**src/rtl/mem_arbiter.sv**
```systemverilog
// Two-port (fetch/data) arbiter in front of a single-port memory with a fixed read latency.
// One transaction in flight; round-robin between ports, fetch flush suppresses fetch completions.
module mem_arbiter #(
  parameter int XLEN = 32,
  parameter int LAT  = 2
) (
  input  logic            clk,
  input  logic            reset,
  input  logic            i_req,
  input  logic [XLEN-1:0] i_addr,
  input  logic            i_kill,
  output logic            i_gnt,
  output logic            i_done,
  output logic [XLEN-1:0] i_rdata,
  input  logic            d_req,
  input  logic            d_we,
  input  logic [XLEN-1:0] d_addr,
  input  logic [XLEN-1:0] d_wdata,
  output logic            d_gnt,
  output logic            d_done,
  output logic [XLEN-1:0] d_rdata,
  output logic            mem_req,
  output logic            mem_we,
  output logic [XLEN-1:0] mem_addr,
  output logic [XLEN-1:0] mem_wdata,
  input  logic [XLEN-1:0] mem_rdata
);

  typedef enum logic {IDLE, WAIT} stateT;

  localparam logic [1:0] CntInit = 2'(LAT - 1);

  stateT           state;
  logic [1:0]      cnt;
  logic            lastData;  // last-granted port, which is also the owner of the outstanding transaction
  logic            killed;
  logic [XLEN-1:0] iHeld;
  logic [XLEN-1:0] dHeld;

  logic completing;
  logic issueSlot;
  logic grantI;
  logic grantD;
  logic iFinish;
  logic dFinish;

  // NOTE: every signal gets a default at the top of always_comb so no path leaves it unassigned (no latch).
  always_comb begin
    completing = (state == WAIT) && (cnt == 2'd0);
    issueSlot  = (state == IDLE) || completing;
    grantI     = 1'b0;
    grantD     = 1'b0;
    // A flushed fetch never competes, so data wins outright when both are asserted.
    if (reset && issueSlot) begin
      if (i_req && !i_kill && d_req) begin
        grantD = !lastData;
        grantI = lastData;
      end else begin
        grantI = i_req && !i_kill;
        grantD = d_req;
      end
    end
  end

  assign iFinish = completing && !lastData && !killed && !i_kill;
  assign dFinish = completing && lastData;

  assign i_gnt     = grantI;
  assign d_gnt     = grantD;
  assign mem_req   = grantI || grantD;
  assign mem_we    = grantD && d_we;
  assign mem_addr  = grantD ? d_addr : (grantI ? i_addr : '0);
  assign mem_wdata = grantD ? d_wdata : '0;

  assign i_done  = iFinish;
  assign d_done  = dFinish;
  assign i_rdata = iFinish ? mem_rdata : iHeld;
  assign d_rdata = dFinish ? mem_rdata : dHeld;

  // NOTE: sequential state uses non-blocking assignments so every register sees pre-edge values.
  always_ff @(posedge clk or negedge reset) begin
    if (!reset) begin
      state    <= IDLE;
      cnt      <= 2'd0;
      lastData <= 1'b0;
      killed   <= 1'b0;
      iHeld    <= '0;
      dHeld    <= '0;
    end else begin
      if (iFinish) iHeld <= mem_rdata;
      if (dFinish) dHeld <= mem_rdata;
      if (mem_req) begin
        state    <= WAIT;
        cnt      <= CntInit;
        lastData <= grantD;
        killed   <= 1'b0;
      end else begin
        if (state == WAIT) begin
          if (cnt == 2'd0) state <= IDLE;
          else             cnt   <= cnt - 2'd1;
        end
        // The memory cycle still runs to completion; only the fetch done pulse is dropped.
        if (i_kill && state == WAIT && !lastData) killed <= 1'b1;
      end
    end
  end

endmodule

```
**config.mk**
```make
export PLATFORM = sky130hd
export DESIGN_NAME = mem_arbiter
export DESIGN_NICKNAME = d
export VERILOG_FILES = /design/src/rtl/mem_arbiter.sv
export SDC_FILE = /design/constraint.sdc
export NUM_CORES = 1
export LEC_CHECK = 0
export ABC_AREA = 1
export CAP_MARGIN = 20
export CELL_PAD_IN_SITES_DETAIL_PLACEMENT = 0
export CELL_PAD_IN_SITES_GLOBAL_PLACEMENT = 1
export CORE_UTILIZATION = 24
export CTS_CLUSTER_SIZE = 24
export DETAILED_ROUTE_END_ITERATION = 8
export PLACE_DENSITY_LB_ADDON = 0.1
export SLEW_MARGIN = 10
export SYNTH_ARGS = -nofsm -noshare
export SYNTH_HDL_FRONTEND = slang
export SYNTH_SLANG_ARGS = --single-unit
```
**constraint.sdc**
```tcl
create_clock -name clk -period 3.08 [get_ports clk]
set_input_delay 0.616 -clock clk [delete_from_list [all_inputs] [get_ports clk]]
set_output_delay 0.616 -clock clk [all_outputs]
set_load 0.05 [all_outputs]
```
# == Yosys cells after proc, flatten, opt, wreduce, memory -nomap -nowiden ==
# Index checks and enable logic that the tools add are counted.
# totals
ff_bits,69
input_bits,134
out_inout_bits,134
elab_cells,46
# classes
n_addsub,1
eq_ne,1
muxes,17
n_bitwise,1
n_reduce_logical,20
# op_table
cell,count
two-way mux 32 bit,5
logical AND 1 bit,11
two-way mux 1 bit,9
two-way mux 2 bit,3
nonzero test 2 bit,2
logical NOT 1 bit,3
logical NOT 2 bit,1
logical OR 1 bit,2
!= test 2 bit (second input constant),1
AND reduction 2 bit,1
subtractor 2 x 1 -> 2 bit (second input constant),1
inverter 1 bit,1

# == Longest topological paths before layout ==
# Gate-level depths: netlist (run 1).
# depth
ltp_word,8
mapped_depth,9
mapped_depth_nobuf,8

# == Least setup slack after synthesis (run 1) ==
# No wires, ideal clock.
# synth_path
path_kind,flip-flop to output port
from,register cnt[0]
to,output port d_rdata[10]
arrival_ps,2172
slack_ps,292
path_stages_with_launch,7
cell_sequence,dfrtp_1 > inv_1 > ha_1 > nand3_1 > buf_2 > clkbuf_1 > o21ai_0
# synth_between
elab_chain_cells,4
# synth_rtl
item,line,rtl
"start, declared",34,logic [1:0] cnt;
"start signal, assigned",94,cnt <= CntInit;
"start signal, assigned",100,else cnt <= cnt - 2'd1;
logical NOT 2 bit,49,completing = (state == WAIT) && (cnt == 2'd0);
logical AND 1 bit,49,
logical AND 1 bit,66,assign dFinish = completing && lastData;
two-way mux 32 bit,78,assign d_rdata = dFinish ? mem_rdata : dHeld;
"end, declared",21,"output logic [XLEN-1:0] d_rdata,"
# Every way passes these cells.

# == Worst setup path in the final report (run 1) ==
# layout_path
from,input port i_kill
to,output port mem_addr[7]
# layout_between
elab_chain_cells,7
elab_cells_between_ends,9
# layout_rtl
item,line,rtl
"start, declared",11,"input logic i_kill,"
logical NOT 1 bit (*),"55, 59",
logical AND 1 bit (*),"55, 59",
logical AND 1 bit,55,if (i_req && !i_kill && d_req) begin
two-way mux 1 bit,55,
two-way mux 1 bit,54,if (reset && issueSlot) begin
two-way mux 32 bit,72,assign mem_addr = grantD ? d_addr : (grantI ? i_addr : '0);
two-way mux 32 bit (*),72,
"end, declared",24,"output logic [XLEN-1:0] mem_addr,"
# Every way passes the cells marked *; elsewhere a longest branch is shown, timed or not.

==> results of run 1 <==
[Yosys cell counts]
library cell,instances
nand2_1,137
inv_1,77
dfrtp_1,69
nor2_1,38
o21ai_0,33
nand4_1,32
o21ai_1,19
clkbuf_1,14
o21ai_2,13
buf_2,6
buf_6,6
nand3_1,6
buf_4,5
ha_1,2
a21oi_4,1
a31oi_1,1
inv_2,1
xor2_1,1
[area by class of cell]
cell class                 count  area [um^2]
timing repair buffer         277         3720
sequential                    69         1730
clock inverter                 3         46.3
multi-input combinational    283         1330
clock buffer                  12          246
fill                        1302         6510
tap                          180          225
inverter                      78          293
[worst paths after layout]
path,startpoint,to,slack [ps],depth (start not counted)
setup / recovery,i_kill,mem_addr[7],350,7
hold / removal,reset,state$_DFF_PN0_,500,2
setup reg to reg,cnt[0]$_DFFE_PN0P_,iHeld[15]$_DFF_PN0_,1380,7
hold reg to reg,dHeld[19]$_DFF_PN0_,dHeld[19]$_DFF_PN0_,500,2
max in group asynchronous,reset,dHeld[8]$_DFF_PN0_,1990,2
min in group clk,dHeld[19]$_DFF_PN0_,dHeld[19]$_DFF_PN0_,500,2
[worst max-delay path, stage by stage]
cell and delay (ps):
clkdlybuf4s50_1 490, inv_1 90, nand3_1 90, buf_4 330
nand4_1 170, nand2_1 160, buf_12 150
[sequential cells by signal, indices dropped and copies added, names as in the netlist]
| register | flops |
|---|---|
| killed | 1 |
| iHeld | 32 |
| lastData | 1 |
| cnt | 2 |
| dHeld | 32 |
| state | 1 |
[power by group]
part | switching, mW | internal, mW
combinational | 3.23 | 1.91
clock | 0.366 | 0.646
sequential | 0.130 | 1.31
total | 3.72 | 3.86
[layer usage]
metal,GRT usage (%),vias up,wire length (um)
met5,0,-,13
met4,4.74,2,96
met3,7.10,8,1240
met2,30.0,148,6890
met1,19.0,1731,4720
li1,-,1955,-
[cells by family (layout without fill, tap and decap cells)]
| logic type | after synthesis | count (layout) | share of synthesized area [%] |
|---|---|---|---|
| flip-flops | 69 | 69 | 49.0 |
| XOR/XNOR | 1 | 1 | 0.249 |
| AO/OA/AOI/OAI | 67 | 67 | 11.3 |
| AND/OR/NAND/NOR | 213 | 213 | 25.2 |
| adder cells (fa/ha/maj) | 2 | 2 | 0.710 |
| buffers and inverters | 109 | 370 | 13.6 |
[cells in the final DEF (no fill, tap or decap)]
cell and n:
clkbuf_16 9, a21oi_4 1, nand2_1 137, clkinv_4 1, clkdlybuf4s50_1 133, nand4_1 32
inv_1 77, nor2_1 38, dfrtp_1 69, o21ai_2 13, clkbuf_8 1, nand3_1 4
xor2_1 1, ha_1 2, clkinvlp_4 1, bufinv_16 1, a31oi_1 1, buf_2 1
clkbuf_1 2, inv_2 1, buf_12 105, nand3_2 2, o21ai_0 33, o21ai_1 19
buf_4 38
==> impl_metrics.tcl, run 1 <==
set metrics [dict create \
    whs_ps 496 \
    clock_skew_ps 5.66 \
    critPathArrivalTime_ps 2110 \
    period_needed_ps 2730 \
    status "completed" \
    rsz0062_at_grt "false" \
    grt_overflow_total 0 \
    chipHeight_um 123 \
    place_ws_ps 350 \
    ys_seq_elements 69 \
    drv_slew 0 \
    dp.cells 887 \
    postSynthCellCount 461 \
    finalNonFillerCells 902 \
    cts_setup_buffers 0 \
    syn-cell-area_um2 3520 \
    area_growth_pct 115 \
    crit_required_ps 2460 \
    dp_hpwl_mm 10.2 \
    numCtsBuffers 9 \
    finalNetCount 854 \
    yosysTopAreaCellShare_pct 49.0 \
    ctsResizeCount 0 \
    synth_nets 597 \
    layout-drive-gt1-share_pct 24.1 \
    first_pass_iters 4 \
    avgSynthCellArea_um2 7.65 \
    num_antenna_cells 0 \
    grt_max_degree 70 \
    core_area_um2 14100 \
    tns_ps 0 \
    seq_area_frac_synth_pct 49.0 \
    wl_per_cell_um 14.4 \
    cts.sinks 69 \
    cts_hold_buf 0 \
    hold_class "primary input to asynchronous set/reset pin" \
    finalCritPeriodShare_pct 88.5 \
    die_area_um2 15200 \
    io_pins 268 \
    clkTransAtPathRegs_ps 60 \
    worst_slew_pin_slew_ps 877 \
    grt_pass1_vias 3878 \
    finish.utilization_pct 53.8 \
    dpl_cell_area_um2 7300 \
    std_cell_rows 43 \
    dr_total_vias 3844 \
    synth_area_leaders "dfrtp_1 49%, nand2_1 15%, inv_1 8.2%" \
    ir_drop_v 0.000367 \
    yosys_warnings 0 \
    antenna_found_initial 1 \
    cp_max_fo 32 \
    grt_pass1_wl_mm 19.9 \
    ys_types 18 \
    clock.fmax_mhz 367 \
    cts-root-buf "clkbuf_16" \
    postRouteAntennaNets 0 \
    finalInstanceArea_um2 7590 \
    ctsLongestPathBuffers 2 \
    leakage_nw 3.71 \
    grt_usage_pct 17.2 \
    yosysTopAreaCell "dfrtp_1" \
    via_per_inst 4.26 \
    htree_levels 3 \
    hold_viol 0 \
    fin_ws_ps 353 \
    wirelength_mm 13.0 \
    critPathCaptureType "output pin" \
    die_w_um 123 \
    critPathLaunchType "primary input" \
    port_buffers 267 \
    cts_tree "done" \
    maxCapViolations 0 \
    drc 0 \
    slew_headroom_pct 41.5 \
    p_total_mw 7.59 \
    gp_congestion 0.745 \
    setup_viol 0 \
    power_density_nw_per_um2 1000 \
    crit_type "primary input to output pin" \
    start_util_pct 25.0 \
    insertion_delay_ps 320 \
    drtIter0Drc 162 \
]
Note: power is estimated with default switching activity, not from simulation.
==> run 2: changes to the inputs <==
ABC_AREA = default   (was 1)
CORE_UTILIZATION = 26   (was 24)
SLEW_MARGIN = default   (was 10)
==> impl_metrics.tcl, run 2 <==
set metrics [dict create \
    postRouteAntennaNets 0 \
    rsz0062_at_grt "false" \
    crit_start "i_kill" \
    area_growth_pct 104 \
    seq_area_frac_synth_pct 47.8 \
    synth_nets 456 \
    dp.cells 748 \
    slew_headroom_pct 41.5 \
    critPathCaptureType "output pin" \
    first_pass_iters 4 \
    yosysMostFrequentCell "dfrtp_1" \
    drv_slew 0 \
    drc 0 \
    hold_class "primary input to asynchronous set/reset pin" \
    ys_types 31 \
    num_antenna_cells 0 \
    clock.fmax_mhz 346 \
    reg2reg_depth 5 \
    top_regs "dHeld: 32 flops, iHeld: 32 flops, cnt: 2 flops" \
    p_comb_share_pct 65.7 \
    port_buffers 267 \
    via_per_inst 4.54 \
    chipHeight_um 120 \
    insertion_delay_ps 320 \
    clkPwrFrac_pct 14.6 \
    leakage_nw 3.16 \
    hold_viol 0 \
    yosys_warnings 0 \
    ir_drop_v 0.000515 \
    grt_usage_pct 18.3 \
    power_density_nw_per_um2 1030 \
    crit_type "primary input to output pin" \
    layout-drive-gt1-share_pct 39.7 \
    critPathLaunchType "primary input" \
    swShare_pct 47.8 \
    r2r-end "iHeld[1]$_DFF_PN0_" \
    yosysTopAreaCellShare_pct 47.8 \
    finalNonFillerCells 763 \
    dp_hpwl_mm 10.3 \
    avgSynthCellArea_um2 11.3 \
    cts-root-buf "clkbuf_16" \
    grt_pass1_wl_mm 20.3 \
    p_seq_share_pct 19.7 \
    final_cell_mix "132 x clkdlybuf4s50_1, 75 x buf_12, 74 x buf_4" \
    die_area_um2 14400 \
    mostFrequentLayoutCell "clkdlybuf4s50_1" \
    cts_tree "done" \
    tns_ps 0 \
    cts_setup_buffers 0 \
    timing.rr.start "cnt[0]$_DFFE_PN0P_" \
    intPower_mw 3.94 \
    finalCritPeriodShare_pct 93.8 \
    crit_chain "clkdlybuf4s50_1 -> nor2_1 -> and4b_2 -> buf_12 -> mux2_2 -> buf_4" \
    core_area_um2 13400 \
    antenna_found_initial 1 \
    crit_path_max_incr_delay_ps 490 \
    status "completed" \
    grt_overflow_total 0 \
    ctsLongestPathBuffers 2 \
    std_cell_rows 42 \
    place_ws_ps 188 \
    critPathArrivalTime_ps 2270 \
    maxCapViolations 0 \
    cts.sinks 69 \
    setup_viol 0 \
    drtIter0Drc 167 \
    postSynthCellCount 320 \
    crit_required_ps 2460 \
    dr_total_vias 3466 \
    grt_max_degree 71 \
    switching_power_mw 3.61 \
    synthFlopType "dfrtp_1" \
    finalNetCount 719 \
    start_util_pct 26.9 \
    cp_max_fo 15 \
    gp_congestion 0.787 \
    worst_slew_pin_slew_ps 878 \
    rrSetupSlack_ps 1430 \
    synth-edff-count 0 \
    synth_common_cells "69 x dfrtp_1, 64 x nand3_1, 35 x mux2_2" \
    ys_seq_elements 69 \
    numCtsBuffers 9 \
    crit_path_end "i_rdata[1]" \
    wl_per_cell_um 17.0 \
    die_w_um 120 \
    p_total_mw 7.55 \
    syn-cell-area_um2 3610 \
    yosysTopAreaCell "dfrtp_1" \
    final.fill_count 1195 \
    synth_area_leaders "dfrtp_1 48%, mux2_4 12%, mux2_2 11%" \
    clkTransAtPathRegs_ps 50 \
    ys_async_sr_fraction_pct 100 \
    critPathSlowestCell "clkdlybuf4s50_1" \
    fin_ws_ps 191 \
    clock_skew_ps 7.26 \
    period_needed_ps 2890 \
    io_pins 268 \
    cts_hold_buf 0 \
    htree_levels 3 \
    wirelength_mm 13.0 \
    grt_pass1_vias 3594 \
]
run 2: changes by cell type after synthesis, moves of 33 or more:
cell	before	now
mux2_2	0	35
and2_1	0	33
inv_1	77	4
nand2_1	137	5
nand3_1	6	64
nor2_1	38	2
run 2: worst max-delay path, delay by kind of cell:
kind / cells / cell delay, ps
muxes: 1 / 360
and+or+nand+nor: 2 / 420
buffers and inverters: 3 / 870
run 2: how the worst min path moves through the flow:
| stage | end | slack [ps] | from |
|---|---|---|---|
| 5_1_grt | killed$_DFFE_PN0P_ | 70 | reset |
| 2_1_floorplan | cnt[0]$_DFFE_PN0P_ | 320 | reset |
| 6_report | killed$_DFFE_PN0P_ | 90 | reset |
| 3_3_place_gp | killed$_DFFE_PN0P_ | 420 | reset |
| 3_5_place_dp | killed$_DFFE_PN0P_ | 420 | reset |
| 4_1_cts | killed$_DFFE_PN0P_ | 70 | reset |
run 2: cells by family after synthesis:
group,count (synthesis),synth area share [%]
xor gates and xnor gates,1,0.243
AOI/OAI and AO/OA,38,5.68
DFF,69,47.8
muxes,64,23.0
adders and majority gates,2,0.693
and+or+nand+nor,113,17.4
buffers and inverters,33,5.23
run 2: stage by stage:
stage               hold WS, ps  util, %  area [um^2]
floorplan                   320        -         3610
global placement            421     52.5         7040
finish                     86.1     55.0         7360
detailed placement          419     52.5         7040
CTS                        66.9     54.9         7360
global route               67.7     55.0         7360
run 2: layer usage:
layer | GRT usage (%) | vias up | part of all wire [%]
met5 | 0 | - | 0.10
met1 | 21.4 | 1661 | 39
li1 | - | 1648 | -
met4 | 5.23 | 2 | 1.6
met3 | 6.46 | 14 | 7.5
met2 | 31.5 | 141 | 52
run 2: cell type report:
type | instances | area [um^2] | share of cell area (%)
multi-input combinational | 218 | 1700 | 23.1
timing repair buffer | 281 | 3380 | 45.9
sequential | 69 | 1730 | 23.4
inverter | 4 | 15.0 | 0.204
clock inverter | 5 | 83.8 | 1.14
clock buffer | 10 | 239 | 3.24
tap | 176 | 220 | 2.99
run 2: power groups by stage:
stage	combinational, mW	clock [mW]	sequential, mW
global placement	4.95	0	1.50
CTS	5.01	1.14	1.49
global route	5.18	1.19	1.53
finish	4.96	1.10	1.49
floorplan	3.32	0	1.45
detailed placement	5.00	0	1.50
run 2: timing repair:
action / in CTS / in global routing
hold endpoints to repair: 0 / 0
setup endpoints to repair: 0 / 4
resized for setup: 0 / 1
==> run 3: changes to the inputs <==
CORE_UTILIZATION = 25   (was 26)
==> impl_metrics.tcl, run 3 (same netlist as run 2, synthesis figures left out) <==
set metrics [dict create \
    crit_path_end "i_rdata[31]" \
    dp_hpwl_mm 9.95 \
    r2r-end "iHeld[31]$_DFF_PN0_" \
    clock.fmax_mhz 342 \
    finalCritPeriodShare_pct 95.0 \
    cp_max_fo 33 \
    crit_start "i_kill" \
    drtIter0Drc 135 \
    antenna_found_initial 0 \
    io_pins 268 \
    die_area_um2 14900 \
    critPathArrivalTime_ps 2310 \
    slew_headroom_pct 40.2 \
    hold_viol 0 \
    timing.rr.start "cnt[0]$_DFFE_PN0P_" \
    rsz0062_at_grt "false" \
    rrSetupSlack_ps 1360 \
    area_growth_pct 115 \
    hold_class "flop to flop" \
    cts_setup_buffers 0 \
    ctsLongestPathBuffers 2 \
    cts.sinks 69 \
    status "completed" \
    postRouteAntennaNets 0 \
    setup_viol 0 \
    ir_drop_v 0.000642 \
    leakage_nw 3.31 \
    insertion_delay_ps 320 \
    critPathLaunchType "primary input" \
    crit_required_ps 2460 \
    tns_ps 0 \
    top_regs "dHeld: 32 flops, iHeld: 32 flops, cnt: 2 flops" \
    reg2reg_depth 5 \
    drv_slew 0 \
    num_antenna_cells 0 \
    clock_skew_ps 7.67 \
    mostFrequentLayoutCell "clkdlybuf4s50_1" \
    period_needed_ps 2930 \
    wl_per_cell_um 16.9 \
    intPower_mw 4.70 \
    die_w_um 122 \
    cts_tree "done" \
    gp_congestion 0.748 \
    grt_max_degree 73 \
    htree_levels 3 \
    critPathCaptureType "output pin" \
    switching_power_mw 3.77 \
    numCtsBuffers 9 \
    chipHeight_um 122 \
    first_pass_iters 4 \
    whs_ps 491 \
    finalNetCount 717 \
    grt_usage_pct 16.9 \
    maxCapViolations 0 \
    layout-drive-gt1-share_pct 39.2 \
    p_seq_share_pct 17.5 \
    port_buffers 267 \
    std_cell_rows 43 \
    cts-root-buf "clkbuf_16" \
    drc 0 \
    clkPwrFrac_pct 14.1 \
    dr_total_vias 3403 \
    grt_pass1_wl_mm 19.2 \
    finish.utilization_pct 55.5 \
    via_per_inst 4.44 \
    grt_overflow_total 0 \
    cts_hold_buf 0 \
    p_total_mw 8.47 \
    p_comb_share_pct 68.4 \
    wirelength_mm 12.9 \
    crit_type "primary input to output pin" \
    clkTransAtPathRegs_ps 60 \
    swShare_pct 44.5 \
    grt_pass1_vias 3461 \
    power_density_nw_per_um2 1090 \
    ctsResizeCount 0 \
    start_util_pct 25.8 \
    core_area_um2 14000 \
    worst_slew_pin_slew_ps 898 \
    final_cell_mix "132 x clkdlybuf4s50_1, 106 x buf_12, 69 x dfrtp_1" \
]
[run 3: cell count changes in the layout (fill, tap and decap cells not counted)]
| cell | change |
|---|---|
| nand2_2 | -1 |
| buf_4 | -33 |
| bufinv_16 | +1 |
| clkbuf_1 | +1 |
| clkinvlp_4 | -1 |
| buf_12 | +31 |
| nand2_1 | +1 |
[run 3: layer usage]
layer	wire (um)	track usage, %	share of wire [%]
met5	0	0	0
met4	86	3.66	0.67
met3	975	5.85	7.5
met2	6600	28.4	51
met1	5250	20.9	41
[run 3: power by group through the flow]
stage,clock network [mW],registers (mW),logic [mW]
after floorplan,0,1.45,3.32
after global placement,0,1.49,5.80
after detailed placement,0,1.50,5.84
after CTS,1.22,1.48,5.86
after global routing,1.27,1.53,6.02
final,1.19,1.48,5.80
[run 3: how the worst min path moves through the flow]
stage,start,endpoint,slack (ps),cells past startpoint
2_1_floorplan,reset,cnt[0]$_DFFE_PN0P_,320,0
5_1_grt,iHeld[16]$_DFF_PN0_,iHeld[16]$_DFF_PN0_,500,1
6_report,iHeld[29]$_DFF_PN0_,iHeld[29]$_DFF_PN0_,490,1
3_5_place_dp,iHeld[30]$_DFF_PN0_,iHeld[30]$_DFF_PN0_,480,1
4_1_cts,iHeld[2]$_DFF_PN0_,iHeld[2]$_DFF_PN0_,490,1
3_3_place_gp,iHeld[2]$_DFF_PN0_,iHeld[2]$_DFF_PN0_,480,1
[run 3: worst max-delay path: stages]
cell and delay (ps):
clkdlybuf4s50_1 460, nor2_1 110, and4b_2 260, buf_12 250, mux2_2 380, buf_4 190
[run 3: layout make-up]
class,count,area [um^2]
Clock buffer,11,243
Clock inverter,5,106
Fill cell,1197,6220
Inverter,4,15.0
Multi-Input combinational cell,218,1700
Sequential cell,69,1730
Tap cell,180,225
Timing Repair Buffer,279,3750
[run 3: through the flow]
step / instances / worst slack, ps / area (um^2)
after floorplan: 320 / 478 / 3610
after global placement: 750 / 176 / 7420
after detailed placement: 750 / 136 / 7420
after CTS: 766 / 133 / 7770
after global routing: 766 / 66.3 / 7770
final: 766 / 153 / 7770
